## src/rtl/uart_wb_arbiter.sv

```systemverilog
// Two-requester round-robin arbiter in front of a single UART Wishbone-style slave.
// Adds a grant timeout that signals an error, and a drain phase that completes the 4-phase handshake.
//
// state | meaning
// IDLE  | no grant; arbitrate pending strobes
// GNT0  | requester 0 owns the slave
// GNT1  | requester 1 owns the slave
// ERR   | slave never acked; error to granted requester until its strobe drops
// DRAIN | strobe released; wait for slave ack to fall before re-arbitrating
module uart_wb_arbiter #(
   parameter int unsigned TIMEOUT = 255
) (
   input  logic       clk,
   input  logic       reset,
   input  logic [1:0] m0_addr,
   input  logic [7:0] m0_data_in,
   output logic [7:0] m0_data_out,
   input  logic       m0_we,
   input  logic       m0_stb,
   output logic       m0_ack,
   output logic       m0_err,
   input  logic [1:0] m1_addr,
   input  logic [7:0] m1_data_in,
   output logic [7:0] m1_data_out,
   input  logic       m1_we,
   input  logic       m1_stb,
   output logic       m1_ack,
   output logic       m1_err,
   output logic [1:0] s_addr,
   output logic [7:0] s_data_in,
   output logic       s_we,
   output logic       s_stb,
   input  logic [7:0] s_data_out,
   input  logic       s_ack
);

   typedef enum logic [2:0] {IDLE, GNT0, GNT1, ERR, DRAIN} state_t;

   localparam logic [7:0] TO_LIMIT = 8'(TIMEOUT);

   state_t     state;
   logic       last_grant;
   logic [7:0] to_cnt;
   logic       ack_seen;
   logic       cur_stb;
   logic [7:0] to_cnt_inc;

   // last_grant doubles as the index of the current owner once a grant is taken
   assign cur_stb    = last_grant ? m1_stb : m0_stb;
   assign to_cnt_inc = to_cnt + 8'd1;

   always_ff @(posedge clk or posedge reset) begin
      if (reset) begin
         state      <= IDLE;
         last_grant <= 1'b1;
         to_cnt     <= 8'd0;
         ack_seen   <= 1'b0;
      end else begin
         case (state)
            IDLE: begin
               to_cnt   <= 8'd0;
               ack_seen <= 1'b0;
               if (m0_stb && m1_stb) begin
                  state      <= last_grant ? GNT0 : GNT1;
                  last_grant <= ~last_grant;
               end else if (m0_stb) begin
                  state      <= GNT0;
                  last_grant <= 1'b0;
               end else if (m1_stb) begin
                  state      <= GNT1;
                  last_grant <= 1'b1;
               end
            end
            GNT0, GNT1: begin
               // strobe drop ends the grant whether or not an ack arrived (abort case)
               if (!cur_stb) begin
                  state <= DRAIN;
               end else if (s_ack) begin
                  ack_seen <= 1'b1;
               end else if (!ack_seen) begin
                  if (to_cnt_inc >= TO_LIMIT) state <= ERR;
                  to_cnt <= (to_cnt >= TO_LIMIT) ? TO_LIMIT : to_cnt_inc;
               end
            end
            ERR: begin
               if (!cur_stb) state <= DRAIN;
            end
            DRAIN: begin
               if (!s_ack) state <= IDLE;
            end
            default: state <= IDLE;
         endcase
      end
   end

   always_comb begin
      s_addr      = 2'd0;
      s_data_in   = 8'd0;
      s_we        = 1'b0;
      s_stb       = 1'b0;
      m0_ack      = 1'b0;
      m1_ack      = 1'b0;
      m0_err      = 1'b0;
      m1_err      = 1'b0;
      m0_data_out = 8'd0;
      m1_data_out = 8'd0;
      if (!reset) begin
         case (state)
            GNT0: begin
               s_addr      = m0_addr;
               s_data_in   = m0_data_in;
               s_we        = m0_we;
               s_stb       = m0_stb;
               m0_ack      = s_ack;
               m0_data_out = s_data_out;
            end
            GNT1: begin
               s_addr      = m1_addr;
               s_data_in   = m1_data_in;
               s_we        = m1_we;
               s_stb       = m1_stb;
               m1_ack      = s_ack;
               m1_data_out = s_data_out;
            end
            ERR: begin
               if (last_grant) m1_err = 1'b1;
               else            m0_err = 1'b1;
            end
            default: ;
         endcase
      end
   end

endmodule
```

## config.mk

```make
export PLATFORM = sky130hd
export DESIGN_NAME = uart_wb_arbiter
export DESIGN_NICKNAME = d
export VERILOG_FILES = /design/src/rtl/uart_wb_arbiter.sv
export SDC_FILE = /design/constraint.sdc
export NUM_CORES = 1
export LEC_CHECK = 0
export BUFFER_PORTS_ARGS = -buffer_cell sky130_fd_sc_hd__buf_4
export CAP_MARGIN = 20
export CORE_MARGIN = 5
export CORE_UTILIZATION = 44
export DETAILED_ROUTE_END_ITERATION = 10
export GPL_ROUTABILITY_DRIVEN = 0
export PLACE_DENSITY = 0.82
export SLEW_MARGIN = 20
export SYNTH_ARGS = -nofsm -noshare
export SYNTH_HDL_FRONTEND = slang
export SYNTH_SLANG_ARGS = --single-unit
```

## constraint.sdc

```tcl
create_clock -name clk -period 2.2 [get_ports clk]
set_input_delay 0.11 -clock clk [delete_from_list [all_inputs] [get_ports clk]]
set_output_delay 0.11 -clock clk [all_outputs]
set_load 0.05 [all_outputs]
```

==> flow_summary.yaml <==
run_status:
  status: "completed"
clock_network:
  cts_htree_levels: 1
  postCtsHoldBufs: 1
  clkLatencyLatePin_ns: 0.29
  cts-root-buf: "clkbuf_4"
  cts_tree: "yes"
  post_cts_buffers: 0
  cts_buffers: 3
  clockBufferDepth: 2
  clk_pin_slew_ns: 0.09
  cts_resized: 0
  cts_num_sinks: 13
power:
  p_leak_nw: 0.844
  seq_power_share_pct: 27.0
  vdd_ir_drop_max_uv: 776
  switching_share_pct: 52.7
  pwr-share-comb_pct: 63.8
  power.switching_mw: 0.884
  p_per_area_nw_per_um2: 927
  p_int_mw: 0.794
  pwr-share-clk_pct: 9.2
placed_design:
  portBuffers: 66
  dp_hpwl_mm: 2.86
grt:
  antenna_found_initial: 0
  grt-ovfl-total: 0
  grt_usage_pct: 18.6
  grt_max_degree: 17
  grt_pass1_vias: 1466
  grt_pass1_wl_mm: 6.17
logic_synthesis:
  yosys.area.top_type_share_pct: 24.6
  async_reset_ff_share_pct: 100
  synth_cell_types: 40
  synth_top_family_by_area: "simple AND/OR/NAND/NOR gates"
  synth_area_um2: 1220
  syn_avg_cell_area_um2: 7.15
  synth-simple-area-share_pct: 36.7
  yosysWarnings: 0
  synthAdderAreaFrac_pct: 2.05
  synth_area_leaders: "dfrtp_1 25%, nor2_1 12%, a22oi_1 8.0%"
  syn_inst: 171
  synth_edf_count: 0
  synth_seq_area_share_pct: 26.7
  synth_top_area_cell: "dfrtp_1"
  synth_fp_nets: 208
  synth.area.mux_share_pct: 1.84
  ys_ff_latch: 13
  synth_compound_area_share_pct: 24.5
  synth_xor_area_share_pct: 3.58
  synth_ff_type: "dfrtp_1"
floorplanning:
  initial_core_util_pct: 45.1
  die_area_um2: 3930
  rows: 19
  fp.dieH_um: 62.7
  coreArea_um2: 2710
  io-pin-count: 67
  die_x_um: 62.7
sta:
  setup-tns-final_ns: 0
  holdWs_ns: 0.0138
  relSlewSlack_pct: 64.8
  fin_skew_ns: 0.00905
  worst_slew_pin_slew_ns: 0.528
  fin_crit_sh_pct: 89.1
  rsz0062_at_grt: "false"
  fmax_ghz: 0.510
  maxSlewViolCount: 0
  setup_viol: 0
  final_hold_viol_count: 0
  post-route-min-period_ns: 1.96
final_layout:
  area_growth_pct: 48.0
  drive_gt1_share_pct: 35.3
  multi_input_area_um2: 852
  final_nets: 276
  antenna_cells: 0
  n_fill_cell: 252
  register_area_um2: 327
drt:
  wl_per_cell_um: 13.5
  antenna_left: 0
  vias: 1493
  drtIter0Drc: 49
  via_per_inst: 5.55
  drc: 0
  routed_wl_mm: 3.64
  drt-pass1-iter-count: 4
critical_path:
  crit_required_ns: 2.39
  worstPathMaxFanout: 6
  crit_arrival_ns: 2.15
  path_class: "register to register"
  endpoint_kind: "register"
  start_kind: "register"
worst_hold_path:
  hold_path.class: "input pin to register"
job:
  drv_cap: 0
cells by family after synthesis:
group	count (synthesis)
xor+xnor	5
flops	13
mux	2
buf+inv	15
compound gates	44
fa+ha+maj	2
simple gates	90
cells in the final DEF, fill, tap and decap left out, types with 2 or more instances in the layout:
cell,n
ha_1,2
a31oi_1,4
a211oi_1,2
a22oi_1,13
o21ai_0,3
or3_1,2
buf_4,71
nand2_1,19
nand2b_1,3
inv_1,5
nor2_1,40
xnor2_1,4
a21oi_1,12
and3_1,2
a311oi_1,4
nor3_1,3
nor3b_1,2
dfrtp_1,12
clkbuf_4,3
a32oi_1,2
nand3_1,2
nor2b_1,6
through the flow:
| step | area, um^2 | utilization, % | std cells | setup WS (ns) | power [mW] |
|---|---|---|---|---|---|
| final | 1810 | 66.8 | 269 | 0.240 | 1.68 |
| after global routing | 1810 | 66.8 | 269 | 0.103 | 1.80 |
| after CTS | 1810 | 66.8 | 269 | 0.237 | 1.68 |
| after detailed placement | 1770 | 65.4 | 264 | 0.251 | 1.52 |
| after global placement | 1770 | 65.4 | 264 | 0.318 | 1.51 |
| after floorplan | 1230 | - | 171 | 0.0448 | 1.20 |
power by group through the flow:
stage	clock network (mW)	logic (mW)	registers (mW)
floorplan	0	0.816	0.386
global placement	0	1.06	0.449
detailed placement	0	1.07	0.453
CTS	0.159	1.07	0.449
global route	0.168	1.17	0.471
finish	0.155	1.07	0.452
area by class of cell:
class	count	area share [%]
multi-input combinational	143	47.1
timing repair buffer	72	30.0
sequential	13	18.0
tap	31	2.14
clock buffer	4	1.45
inverter	6	1.24
state kept, by name, indices dropped and copies added, names as in the netlist:
signal	flops
ack_seen	1
last_grant	1
state	3
to_cnt	8
synth_stat cells, types with 3 or more instances:
cell and n:
a22oi_1 13, o21ai_0 3, xnor2_1 4, nor3_1 3, nand2b_1 3, a21oi_1 12, dfrtp_1 12, a31oi_1 4
clkbuf_1 9, nand2_1 19, a311oi_1 4, inv_1 5, nor2_1 40, nor2b_1 6
routing by layer:
metal / part of all wire [%] / GRT usage, % / vias to the layer above
met5: 0 / 0 / -
li1: - / - / 746
met3: 11 / 6.47 / 6
met1: 40 / 20.3 / 670
met4: 2.3 / 9.81 / 0
met2: 46 / 31.3 / 71
final timing paths:
check	start	endpoint	slack [ns]	cells past startpoint
worst min register to register	to_cnt[6]$_DFFE_PP0P_	to_cnt[6]$_DFFE_PP0P_	0.55	1
max in group asynchronous	reset	last_grant$_DFFE_PP1P_	1.29	4
worst max register to register	to_cnt[1]$_DFFE_PP0P_	state[0]$_DFFE_PP0P_	0.24	6
worst min-delay path	m0_stb	last_grant$_DFFE_PP1P_	0.01	2
min in group asynchronous	reset	state[0]$_DFFE_PP0P_	0.41	3
worst max-delay path	to_cnt[1]$_DFFE_PP0P_	state[0]$_DFFE_PP0P_	0.24	6
worst max-delay path, cell delays in order (launching register included):
cell and delay, ns:
dfrtp_1 0.45, ha_1 0.28, nand3_1 0.18, xnor2_1 0.17, nand3_1 0.09, or4_4 0.42
a311oi_1 0.28
Power figures use the tool's default switching activity.
